$ cat config.mk
export PLATFORM = sky130hd
export DESIGN_NAME = mc_ctrl
export DESIGN_NICKNAME = d
export VERILOG_FILES = /design/src/rtl/mc_ctrl.sv
export SDC_FILE = /design/constraint.sdc
export NUM_CORES = 1
export LEC_CHECK = 0
export BUFFER_PORTS_ARGS = -buffer_cell sky130_fd_sc_hd__buf_2
export CAP_MARGIN = 20
export CELL_PAD_IN_SITES_DETAIL_PLACEMENT = 1
export CELL_PAD_IN_SITES_GLOBAL_PLACEMENT = 1
export CORE_MARGIN = 4
export CORE_UTILIZATION = 45
export CTS_BUF_LIST = sky130_fd_sc_hd__clkbuf_4 sky130_fd_sc_hd__clkbuf_8
export DETAILED_ROUTE_END_ITERATION = 10
export PLACE_DENSITY = 0.9
export SLEW_MARGIN = 20
export SYNTH_ARGS = -nofsm -noshare
export SYNTH_HDL_FRONTEND = slang
export SYNTH_SLANG_ARGS = --single-unit
$ cat constraint.sdc
create_clock -name Clk -period 6.7 [get_ports Clk]
set_clock_uncertainty 0.15 [all_clocks]
set_input_delay 1.34 -clock Clk [delete_from_list [all_inputs] [get_ports Clk]]
set_output_delay 1.34 -clock Clk [all_outputs]
set_load 0.02 [all_outputs]
$ cat src/rtl/mc_ctrl.sv
// Multi-cycle MIPS control sequencer: IF/ID/EX/MEM/WB Moore FSM with retired-instruction counter.
// Optional MC_MEM_WAIT_EN adds a DMReady input and a WAIT state for slow data memory.
module mc_ctrl #(
   parameter int CNT_W = 32
) (
   input  logic             Clk,
   input  logic             Reset,
   input  logic [5:0]       opcode,
   input  logic [5:0]       funct,
   input  logic             Zero,
`ifdef MC_MEM_WAIT_EN
   input  logic             DMReady,
`endif
   output logic             PCWr,
   output logic             IRWr,
   output logic [1:0]       nPC_sel,
   output logic             RegWr,
   output logic             RegDst,
   output logic             ExtOp,
   output logic             ALUSrc,
   output logic             MemWr,
   output logic             MemtoReg,
   output logic [2:0]       ALUctr,
   output logic [2:0]       State,
   output logic             Illegal,
   output logic [CNT_W-1:0] InstrCnt
);

   typedef enum logic [2:0] {
      S_IF   = 3'd0,
      S_ID   = 3'd1,
      S_EX   = 3'd2,
      S_MEM  = 3'd3,
      S_WB   = 3'd4,
      S_WAIT = 3'd5
   } state_t;

   typedef enum logic [3:0] {
      I_ADDU, I_SUBU, I_SLT, I_ORI, I_LW, I_SW, I_BEQ, I_J, I_ILL
   } ins_t;

   localparam logic [2:0] ALU_ADD = 3'b000;
   localparam logic [2:0] ALU_SUB = 3'b001;
   localparam logic [2:0] ALU_OR  = 3'b010;
   localparam logic [2:0] ALU_SLT = 3'b011;

   state_t           state_q, state_d;
   logic [5:0]       op_q, op_d;
   logic [5:0]       fn_q, fn_d;
   logic [CNT_W-1:0] cnt_q, cnt_d;

   ins_t       ins;
   logic       mem_ready;
   logic       retire;
   logic       pc_wr, reg_wr, mem_wr;

   function automatic ins_t decode(input logic [5:0] op, input logic [5:0] fn);
      ins_t r;
      r = I_ILL;
      case (op)
         6'b000000: begin
            case (fn)
               6'b100001: r = I_ADDU;
               6'b100011: r = I_SUBU;
               6'b101010: r = I_SLT;
               default:   r = I_ILL;
            endcase
         end
         6'b001101: r = I_ORI;
         6'b100011: r = I_LW;
         6'b101011: r = I_SW;
         6'b000100: r = I_BEQ;
         6'b000010: r = I_J;
         default:   r = I_ILL;
      endcase
      return r;
   endfunction

   function automatic logic [2:0] r_aluctr(input ins_t i);
      logic [2:0] a;
      case (i)
         I_SUBU:  a = ALU_SUB;
         I_SLT:   a = ALU_SLT;
         default: a = ALU_ADD;
      endcase
      return a;
   endfunction

   // The live IR is only trusted in ID; later states decode the latched copy.
   always_comb begin
      ins = (state_q == S_ID) ? decode(opcode, funct) : decode(op_q, fn_q);
   end

`ifdef MC_MEM_WAIT_EN
   always_comb mem_ready = DMReady;
`else
   always_comb mem_ready = 1'b1;
`endif

   always_comb begin
      state_d  = S_IF;
      op_d     = op_q;
      fn_d     = fn_q;
      retire   = 1'b0;
      pc_wr    = 1'b0;
      reg_wr   = 1'b0;
      mem_wr   = 1'b0;
      IRWr     = 1'b0;
      nPC_sel  = 2'b00;
      RegDst   = 1'b0;
      ExtOp    = 1'b0;
      ALUSrc   = 1'b0;
      MemtoReg = 1'b0;
      ALUctr   = ALU_ADD;
      Illegal  = 1'b0;
      case (state_q)
         S_IF: begin
            IRWr    = 1'b1;
            pc_wr   = 1'b1;
            state_d = S_ID;
         end
         S_ID: begin
            op_d = opcode;
            fn_d = funct;
            case (ins)
               I_J: begin
                  pc_wr   = 1'b1;
                  nPC_sel = 2'b10;
                  retire  = 1'b1;
               end
               I_ILL:   Illegal = 1'b1;
               default: state_d = S_EX;
            endcase
         end
         S_EX: begin
            case (ins)
               I_ADDU, I_SUBU, I_SLT: begin
                  RegDst  = 1'b1;
                  ALUctr  = r_aluctr(ins);
                  state_d = S_WB;
               end
               I_ORI: begin
                  ALUSrc  = 1'b1;
                  ALUctr  = ALU_OR;
                  state_d = S_WB;
               end
               I_LW, I_SW: begin
                  ExtOp   = 1'b1;
                  ALUSrc  = 1'b1;
                  state_d = S_MEM;
               end
               I_BEQ: begin
                  ExtOp   = 1'b1;
                  ALUctr  = ALU_SUB;
                  nPC_sel = 2'b01;
                  pc_wr   = Zero;
                  retire  = 1'b1;
               end
               default: state_d = S_IF;
            endcase
         end
`ifdef MC_MEM_WAIT_EN
         S_MEM, S_WAIT: begin
`else
         S_MEM: begin
`endif
            ExtOp  = 1'b1;
            ALUSrc = 1'b1;
            mem_wr = (ins == I_SW);
            if (!mem_ready) begin
               state_d = S_WAIT;
            end else if (ins == I_SW) begin
               retire  = 1'b1;
            end else if (ins == I_LW) begin
               state_d = S_WB;
            end
         end
         S_WB: begin
            case (ins)
               I_ADDU, I_SUBU, I_SLT: begin
                  reg_wr = 1'b1;
                  RegDst = 1'b1;
                  ALUctr = r_aluctr(ins);
                  retire = 1'b1;
               end
               I_ORI: begin
                  reg_wr = 1'b1;
                  ALUSrc = 1'b1;
                  ALUctr = ALU_OR;
                  retire = 1'b1;
               end
               I_LW: begin
                  reg_wr   = 1'b1;
                  MemtoReg = 1'b1;
                  ExtOp    = 1'b1;
                  ALUSrc   = 1'b1;
                  retire   = 1'b1;
               end
               default: ;
            endcase
         end
         default: state_d = S_IF;
      endcase
      cnt_d = retire ? cnt_q + CNT_W'(1) : cnt_q;
   end

   // Reset abandons the instruction in flight: no architectural write may land.
   always_comb begin
      PCWr  = pc_wr  && !Reset;
      RegWr = reg_wr && !Reset;
      MemWr = mem_wr && !Reset;
   end

   always_ff @(posedge Clk) begin
      if (Reset) begin
         state_q <= S_IF;
         op_q    <= '0;
         fn_q    <= '0;
         cnt_q   <= '0;
      end else begin
         state_q <= state_d;
         op_q    <= op_d;
         fn_q    <= fn_d;
         cnt_q   <= cnt_d;
      end
   end

   assign State    = state_q;
   assign InstrCnt = cnt_q;

endmodule

# ---- After elaboration in Yosys (flattened, before gate mapping)
# Index checks and enable logic that the tools add are counted.
dict set report word_totals {
  reg_bits 47
  out_inout_bits 49
  word_cells 88
  input_bits 15
}
dict set report op_classes {
  mux 38
  add_sub_neg 1
  eq_ne 28
  n_reduce_logical 17
}
# operator n
set op_table {}
lappend op_table {{6-bit equality test, second input constant} 10}
lappend op_table {{4-bit case mux with 6 select lines} 2}
lappend op_table {{32-bit by 1-bit adder with 32-bit output, second input constant} 1}
lappend op_table {{4-bit case mux with 3 select lines} 2}
lappend op_table {{1-bit two-way mux} 18}
lappend op_table {{4-bit by 3-bit equality test with 1-bit output, second input constant} 4}
lappend op_table {{2-bit case mux with 2 select lines} 4}
lappend op_table {{6-bit by 2-bit equality test with 1-bit output, second input constant} 2}
lappend op_table {{6-bit by 3-bit equality test with 1-bit output, second input constant} 2}
lappend op_table {{6-bit by 4-bit equality test with 1-bit output, second input constant} 2}
lappend op_table {{6-bit zero test} 2}
lappend op_table {{3-bit case mux with 4 select lines} 1}
lappend op_table {{1-bit case mux with 3 select lines} 3}
lappend op_table {{3-bit OR reduction} 3}
lappend op_table {{4-bit by 2-bit equality test with 1-bit output, second input constant} 2}
lappend op_table {{2-bit OR reduction} 4}
lappend op_table {{3-bit by 2-bit equality test with 1-bit output, second input constant} 2}
lappend op_table {{3-bit two-way mux} 2}
lappend op_table {{2-bit case mux with 3 select lines} 1}
lappend op_table {{3-bit case mux with 2 select lines} 1}
lappend op_table {{5-bit OR reduction} 1}
lappend op_table {{4-bit by 1-bit equality test with 1-bit output, second input constant} 1}
lappend op_table {{4-bit equality test, second input constant} 1}
lappend op_table {{4-bit zero test} 1}
lappend op_table {{9 further kinds} 12}

# ---- Longest topological paths before layout
# Gate-level depths: netlist of run 1.
dict set report logic_depth {
  word_depth 9
  mapped_depth 12
  ltp_nobuf 8
}

# ---- Least setup slack after synthesis of run 1
# No wires, ideal clock.
dict set report synth_timing {
  path_kind {in2out}
  startpoint {input opcode[0]}
  endpoint {output PCWr}
  arrival_ns 4.279
  cell_stages 10
  path_buffers 2
  slack_ns 0.931
  required_time_ns 5.210
  cell_sequence {buf_6 or3_1 or4_4 o41ai_2 a22oi_1 buf_6 nor4_1 a31oi_1 o21a_1 nor2_1}
}
dict set report synth_via {
  elab_chain_len 7
  word_cells_on_any_way 14
  cone_classes {eq/ne: 7; mux: 5; reduce/logical: 2}
}
# item line
set synth_rtl {}
lappend synth_rtl {{from (decl)} 8} ;# input logic [5:0] opcode,
lappend synth_rtl {{6-bit by 2-bit equality test with 1-bit output, or another cell as far along} 60} ;# case (op)
lappend synth_rtl {{4-bit case mux with 6 select lines (*)} 60}
lappend synth_rtl {{4-bit two-way mux (*)} 91} ;# ins = (state_q == S_ID) ? decode(opcode, funct) : decode(op_q, fn_q);
lappend synth_rtl {{4-bit by 3-bit equality test with 1-bit output, on equally long branches} {136, 125}}
lappend synth_rtl {{1-bit two-way mux, on equally long branches} {136, 125}}
lappend synth_rtl {{1-bit case mux with 3 select lines (*)} 116} ;# case (state_q)
lappend synth_rtl {{1-bit logical AND (*)} 209} ;# PCWr = pc_wr && !Reset;
lappend synth_rtl {{to (decl)} 14} ;# output logic PCWr,
# Mark *: on every way between the ends. The rest lies on a longest branch, timed or not.

# ---- Worst setup path after layout of run 1
dict set report layout_timing {
  startpoint {input opcode[5]}
  endpoint {output PCWr}
}
# Same word-level chain as after synthesis.

==> results of run 1 <==
==> registers in the layout, indices dropped and copies added (netlist names) <==
| register | cells |
|---|---|
| InstrCnt | 32 |
| fn_q | 6 |
| op_q | 6 |
| State | 3 |
==> placed cells by master, fill, tap and decap left out, drive strengths merged, types with 2 or more instances in the layout <==
| master | netlist | layout |
|---|---|---|
| and4 | 3 | 3 |
| nand4b | 2 | 2 |
| nand3 | 18 | 18 |
| buf | 9 | 65 |
| o21a | 4 | 4 |
| nor3b | 3 | 3 |
| nand4 | 8 | 8 |
| a22o | 3 | 3 |
| a21boi | 2 | 2 |
| or3 | 2 | 2 |
| nand3b | 2 | 2 |
| nand2b | 2 | 2 |
| nor2 | 44 | 44 |
| or2 | 2 | 2 |
| a22oi | 4 | 4 |
| nor4b | 3 | 3 |
| xor2 | 2 | 2 |
| nor4 | 2 | 2 |
| and4b | 2 | 2 |
| o21ai | 11 | 11 |
| nor3 | 9 | 9 |
| dfxtp | 47 | 47 |
| nand2 | 41 | 41 |
| o21bai | 3 | 3 |
| inv | 7 | 7 |
| nor4bb | 2 | 2 |
| a31oi | 2 | 2 |
| and2 | 2 | 2 |
| a211oi | 2 | 2 |
| and3 | 15 | 15 |
| mux2 | 30 | 30 |
| clkbuf | 23 | 7 |
| and3b | 2 | 2 |
| nor2b | 34 | 34 |
| o211ai | 3 | 3 |
| a21oi | 45 | 45 |
==> cells by family (layout without fill, tap and decap cells) <==
logic type | Yosys count | in the layout | synth area share [%]
AO/OA/AOI/OAI | 85 | 85 | 18.4
other | 1 | 1 | 0.117
buffers and inverters | 39 | 80 | 6.13
adder cells (fa/ha/maj) | 1 | 1 | 0.391
XOR/XNOR | 3 | 3 | 0.821
AND/OR/NAND/NOR | 200 | 200 | 33.8
multiplexers | 31 | 31 | 10.9
flip-flops | 47 | 47 | 29.4
==> power breakdown <==
part           total, mW  switching, mW  internal [mW]  leakage (nW)
Sequential         0.293        0.00838          0.285         0.380
Clock              0.189          0.100         0.0888        0.0519
Combinational     0.0754         0.0492         0.0263          1.14
Total              0.558          0.158          0.400          1.57
==> worst min-delay path: cells and delay by family (launching register included) <==
family | cells | cell delay, ns
AND/OR/NAND/NOR | 1 | 0.05
flip-flops | 1 | 0.31
AO/OA/AOI/OAI | 1 | 0.05
==> layout make-up <==
type | instances | area (um^2)
Clock inverter | 1 | 8.76
Timing Repair Buffer | 65 | 353
Inverter | 7 | 26.3
Clock buffer | 7 | 90.1
Tap cell | 96 | 120
Sequential cell | 47 | 941
Multi-Input combinational cell | 321 | 2080
Fill cell | 859 | 3250
==> layer usage <==
layer | global-route usage [%] | wire length (um) | vias up
met5 | 0 | 0 | -
met4 | 5.20 | 104 | 0
met3 | 3.17 | 290 | 12
met2 | 40.5 | 4930 | 56
met1 | 26.5 | 3850 | 1530
li1 | - | - | 1508
==> worst max-delay path by stage <==
stage	start	end	slack, ns	cells past startpoint
floorplan	opcode[0]	PCWr	0.93	10
global placement	opcode[5]	PCWr	1.26	10
detailed placement	opcode[5]	PCWr	1.11	10
CTS	opcode[5]	PCWr	1.10	10
global route	opcode[5]	PCWr	0.95	10
finish	opcode[5]	PCWr	1.07	10
==> metrics by stage <==
stage	util [%]	instances	worst slack [ns]	hold WS (ns)	total power, mW
after floorplan	-	407	0.931	0.282	0.352
after global placement	50.8	535	1.26	0.291	0.371
after detailed placement	50.8	535	1.11	0.297	0.374
after CTS	52.2	543	1.10	0.309	0.562
after global routing	52.6	544	0.954	0.347	0.581
final	52.6	544	1.07	0.305	0.558
==> synth_stat cells (all sizes together) (2+ instances only) <==
cell,number
dfxtp,47
mux2,30
nor4,2
nand4b,2
and4,3
nand4,8
o211ai,3
a22o,3
nor2,44
o21ai,11
a21oi,45
nor4b,3
nand2b,2
nor2b,34
nor3b,3
and2,2
nor4bb,2
a31oi,2
a22oi,4
and3b,2
o21bai,3
xor2,2
nand3,18
o21a,4
nand3b,2
a21boi,2
buf,9
and4b,2
clkbuf,23
and3,15
inv,7
nand2,41
a211oi,2
or3,2
or2,2
nor3,9
==> summary.md, run 1 <==
| Metric | Value |
|---|---|
| Run status | finished clean |
| Wire length of the first global-routing pass | 15,400 um |
| Post-route DRC | 0 |
| Critical path peak fanout | 11 |
| Area Growth Syn to Fin | 12.9% |
| Total buffers and inverters traversed by the critical path | 2 |
| Maximum root-to-sink buffer count | 2 |
| Initial detailed-routing violation count | 137 |
| Placeable Area | 6870 um^2 |
| Placement-stage cell area | 3490 um^2 |
| Most used cell along the critical path | buf_2 |
| Count of synthesis-stage warnings from yosys | 0 |
| Syn Inst Count | 407 |
| Setup repair after global routing missed its margin | false |
| Static power due to leakage | 1.57 nW |
| IR drop worst, VDD | 0.108 mV |
| Hold worst-path end | fn_q[5] |
| Antenna violation net count after detailed routing | 0 |
| Antenna violations before repair | 0 |
| Reg2reg start | State[2] |
| Via count of the first global-routing pass | 3,198 |
| Clock latency reported for the late side of the worst-skew pair | 0.31 ns |
| GRT Util Overall | 21.9% |
| Clock sink count | 47 |
| HP Class | flip-flop to flip-flop |
| CP Launch Type | input pin |
| Syn Nets | 423 |
| Final total negative setup slack | 0 ns |
| Path depth of the worst reg2reg path | 8 |
| Critical path cell sequence | buf_2, or3_1, or4_4, o41ai_2, a22oi_1, nor4_1, a31oi_1, o21a_1, nor2_1, buf_2 |
| Reg2Reg Capture Point | InstrCnt[10] |
| Number of enable-type register cells in the synthesized netlist | 0 |
| Critical-path top delay cell | nor4_1 |
| Floorplan row count | 30 |
| Cell area after layout | 3610 um^2 |
| Startpoint of the lowest-slack hold path | fn_q[5] |
| Total I/O pin count | 64 |
| Number of stages on the worst hold path | 2 |
| PwrDens | 154 nW/um^2 |
| CTS Hold Bufs | 0 |
| Per-instance average area after synthesis | 7.87 um^2 |
| Post-synthesis async set-or-reset flop share | 0% |
| Top_reg_cell synth | dfxtp_1 |
| Post-route fraction of the period consumed by the critical path | 84.0% |
| Count of buffers inserted at the top-level ports | 62 |
| Number of library cell types mapped by synthesis | 56 |
| Gp weighted congestion | 0.852 |
| Die X-Extent | 92.4 um |
| Slew Limit Fails | 0 |
| Die Span Y | 92.4 um |
| Proportion of layout cells with a drive suffix above 1 | 23.4% |
| Worst reg-to-reg setup slack | 2.60 ns |
| Actual transition at the worst max-transition pin | 0.908 ns |
| Total routed wirelength | 9180 um |
| Maxcap violations | 0 |
| Antenna diode count | 0 |
| Cell area after technology mapping | 3200 um^2 |
| Critical path arrival | 4.14 ns |
| Maximum number of pins on one net before global-route repair | 74 |
| Sequential fraction of the synthesis area | 29.4% |
| Required time of the critical path | 5.21 ns |
| Portion of synthesized cell area occupied by the leading cell type | 29.4% |
| Final setup vio count | 0 |
| Max frequency | 0.178 GHz |
| CTS H-Tree Depth | 2 |
| Yosys reg bits | 47 |
| Via total after detailed routing | 3,106 |
| Most area-consuming cells after synthesis | dfxtp_1 29%, mux2_1 9.8%, nor2b_1 6.6% |
| Critical path start-end classification | input pin to primary output |
| Total half-perimeter wirelength after legalization and detailed placement | 6590 um |
| Hold Violations, Final | 0 |
| Remaining global-route overflow | 0 |
| Clock Tree Root | clkbuf_8 |
| Setup repair bufs after CTS | 0 |
| Post-detailed-route wirelength per cell | 16.9 um |
| Starting utilization of the core area | 46.6% |
| Gate family responsible for the most delay along the worst path | simple AND/OR/NAND/NOR gates |
| Top cell type by total area after synthesis | dfxtp_1 |
| CTS tree | yes |
| DR pass1 iterations | 4 |
| Die Footprint | 8530 um^2 |
| Relative slew slack | 39.5% |
| Final #Nets | 463 |
| Critical path capture point type | primary output |
| Ratio of routed vias to standard cells | 5.71 |
| CTS-repair resized insts | 0 |
| TritonCTS buffer count | 5 |
| CTS clock-pin slew for the worst setup and hold paths | 0.08 ns |
| Shortest period the worst path allows | 5.63 ns |
| Crit-path max cell delay | 0.48 ns |
No activity file was read; power rests on OpenSTA's default activity.
==> run 2, diff against run 1 <==
Settings changed: ABC_AREA set to 1, CORE_UTILIZATION 45 to 35, PLACE_DENSITY 0.9 to 0.8.
Clock period 6.7 ns to 4.65 ns, I/O delays scaled along.
==> summary.md, run 2 <==
| Metric | Value |
|---|---|
| Clock latency reported for the late side of the worst-skew pair | 0.30 ns (about the same) |
| Commonest non-fill, non-tap cell in the layout | nand2_1 |
| Die Footprint | 10,400 um^2 (+22%) |
| Total half-perimeter wirelength after legalization and detailed placement | 7430 um (+13%) |
| Critical path cell sequence | buf_2, nor2_2, nand3_1, nand2_1, nor2_2, nand3_1, nand3_1, nand2_1, nand3_1, nand2_1, inv_1, o21ai_0, buf_2 |
| Syn Nets | 508 (+20%) |
| Highest-count cells in the layout ignoring fill and taps | 113 x nand2_1, 63 x nor2_1, 62 x buf_2, 47 x dfxtp_1 |
| Wire length of the first global-routing pass | 16,100 um (+4.6%) |
| Count of synthesis-stage warnings from yosys | 0 (unchanged) |
| Most area-consuming cells after synthesis | dfxtp_1 30%, nand2_1 14%, nor2_1 7.6% |
| Gate family responsible for the most delay along the worst path | simple AND/OR/NAND/NOR gates |
| Die X-Extent | 102 um (+10%) |
| CTS-repair resized insts | 0 (unchanged) |
| Max frequency | 0.277 GHz |
| Critical path arrival | 2.53 ns (-1.61 ns) |
| Clock Tree Root | clkbuf_8 |
| Post-detailed-route wirelength per cell | 14.8 um (-12%) |
| Final #Nets | 558 (+21%) |
| Ratio of routed vias to standard cells | 5.15 (-9.8%) |
| Final setup vio count | 0 (unchanged) |
| CTS clock-pin slew for the worst setup and hold paths | 0.09 ns (about the same) |
| Total buffers and inverters traversed by the critical path | 3 (+1) |
| Gp weighted congestion | 0.883 (+3.7%) |
| IR drop worst, VDD | 0.126 mV (+17%) |
| Clock sink count | 47 (unchanged) |
| Post-route DRC | 0 (unchanged) |
| Hold Violations, Final | 0 (unchanged) |
| Proportion of layout cells with a drive suffix above 1 | 16.2% (-7.2 points) |
| Power consumption | 0.873 mW (+56%) |
| Top_reg_cell synth | dfxtp_1 |
| Top cell type by total area after synthesis | dfxtp_1 |
| Per-instance average area after synthesis | 6.29 um^2 (-20%) |
| Critical-path top delay cell | buf_2 |
| Cell area after layout | 3540 um^2 (-2.2%) |
| Shortest period the worst path allows | 3.61 ns |
| CP Launch Type | input pin |
| Post-synthesis async set-or-reset flop share | 0% (unchanged) |
| Crit path depth | 13 (+3) |
| Maximum number of pins on one net before global-route repair | 34 (-54%) |
| CTS tree | yes |
| Flip-flop count of the largest register after layout | 32 (unchanged) |
| Portion of synthesized cell area occupied by the leading cell type | 30.4% (+1.0 points) |
| Critical path peak fanout | 4 (-7) |
| GRT Util Overall | 19.0% (-2.8 points) |
| Number of library cell types mapped by synthesis | 33 (-41%) |
| TritonCTS buffer count | 5 (unchanged) |
| Required time of the critical path | 3.57 ns (-1.64 ns) |
| Antenna violation net count after detailed routing | 0 (unchanged) |
| Slew Limit Fails | 0 (unchanged) |
| Antenna violations before repair | 0 (unchanged) |
| Most frequent cell after synthesis | nand2_1 |
| Starting utilization of the core area | 35.7% (-11 points) |
| Number of enable-type register cells in the synthesized netlist | 0 (unchanged) |
| HP Class | flip-flop to flip-flop |
| Number of stages on the worst hold path | 2 (unchanged) |
| Share of the core filled with cells | 40.7% (-12 points) |
| Via total after detailed routing | 3,353 (+8.0%) |
| Count of buffers inserted at the top-level ports | 62 (unchanged) |
| Antenna diode count | 0 (unchanged) |
| Cell types with the highest counts after synthesis | 113 x nand2_1, 63 x nor2_1, 47 x dfxtp_1 |
| Yosys reg bits | 47 (unchanged) |
| Maxcap violations | 0 (unchanged) |
| Floorplan row count | 34 (+13%) |
| Placement-stage cell area | 3430 um^2 (-1.6%) |
| Actual transition at the worst max-transition pin | 0.724 ns (-0.184 ns) |
| Critical path capture point type | primary output |
| Setup repair bufs after CTS | 0 (unchanged) |
| Total routed wirelength | 9640 um (+5.0%) |
| Relative slew slack | 51.6% (+12 points) |
| Static power due to leakage | 1.54 nW (-1.9%) |
| CTS Hold Bufs | 0 (unchanged) |
| DR pass1 iterations | 4 (unchanged) |
| Most used cell along the critical path | nand3_1 |
| Path depth of the worst reg2reg path | 11 (+3) |
| Total I/O pin count | 64 (unchanged) |
| Placeable Area | 8680 um^2 (+26%) |
| Remaining global-route overflow | 0 (unchanged) |
| Die Span Y | 102 um (+10%) |
| Initial detailed-routing violation count | 74 (-46%) |
| Setup repair after global routing missed its margin | false |
| Via count of the first global-routing pass | 3,416 (+6.8%) |
| PwrDens | 247 nW/um^2 (+60%) |
| Run status | finished clean |
| Sequential fraction of the synthesis area | 30.4% (+1.0 points) |
| Cell area after technology mapping | 3100 um^2 (-3.3%) |
| Crit-path max cell delay | 0.19 ns (-0.29 ns) |
| CTS H-Tree Depth | 2 (unchanged) |
| Final total negative setup slack | 0 ns (unchanged) |
| Maximum root-to-sink buffer count | 2 (unchanged) |
| Critical path start-end classification | input pin to primary output |
| Post-route fraction of the period consumed by the critical path | 77.7% |
| Syn Inst Count | 492 (+21%) |
| Area Growth Syn to Fin | 14.2% |
| Worst reg-to-reg setup slack | 1.51 ns (-1.09 ns) |
-- run 2: cell types whose count changed in the layout (fill, tap and decap cells not counted), moves of 10 or more --
cell     previous run  this run
nand2_1            41       113
inv_1               7        44
nor2b_1            34         0
o21ai_0             9        38
mux2_1             28         0
a21oi_2            21         0
a21oi_1            24        44
nor2_1             44        63
xor2_1              2        21
and3_1             15         1
nor3_1              8        18
-- run 2: path summary, 6_finish.rpt --
check,end,start
max,ALUSrc,opcode[5]
max reg2reg,InstrCnt[22],State[2]
min reg2reg,fn_q[5],fn_q[5]
min,fn_q[5],fn_q[5]
-- run 2: power by group --
group / leakage [nW] / total (mW) / internal (mW) / switching (mW)
Sequential: 0.381 / 0.432 / 0.418 / 0.0134
Combinational: 1.11 / 0.158 / 0.0462 / 0.111
Clock: 0.0549 / 0.283 / 0.142 / 0.141
-- run 2: cells by family after synthesis --
family	synth area share, %
xor gates and xnor gates	8.49
adders and majority gates	0.404
AOI/OAI and AO/OA	15.7
DFF	30.4
other	0.121
and+or+nand+nor	35.8
buffers and inverters	9.09
-- run 2: routing by layer --
layer  vias to the layer above  share of wire, %  global-route usage, %
met2                        67                51                   35.2
li1                       1696                 -                      -
met1                      1576                44                   22.8
met4                         0               1.7                   5.05
met3                        14               3.4                   2.87
met5                         -                 0                      0
-- run 2: area by class of cell --
class	instances	area, um^2
Clock buffer	8	104
Fill cell	1233	5140
Multi-Input combinational cell	380	1870
Timing Repair Buffer	62	310
Inverter	46	173
Sequential cell	47	941
Tap cell	108	135
-- run 2: stage by stage --
step / setup slack, ns / hold slack [ns] / cells
after floorplan: 1.27 / 0.280 / 492
after global placement: 1.05 / 0.295 / 643
after detailed placement: 0.998 / 0.310 / 643
after CTS: 1.04 / 0.324 / 651
after global routing: 0.843 / 0.346 / 651
final: 1.04 / 0.321 / 651
-- run 2: worst register-to-register path: stages (launching register included) --
cell and delay, ns:
dfxtp_1 0.34, nor2_2 0.14, nand2_2 0.28, inv_2 0.32
nand3_1 0.13, nand2_2 0.13, inv_2 0.05, nand4_1 0.17
nand3_4 0.34, nor2_4 0.69, nand2_1 0.14, a21oi_1 0.19
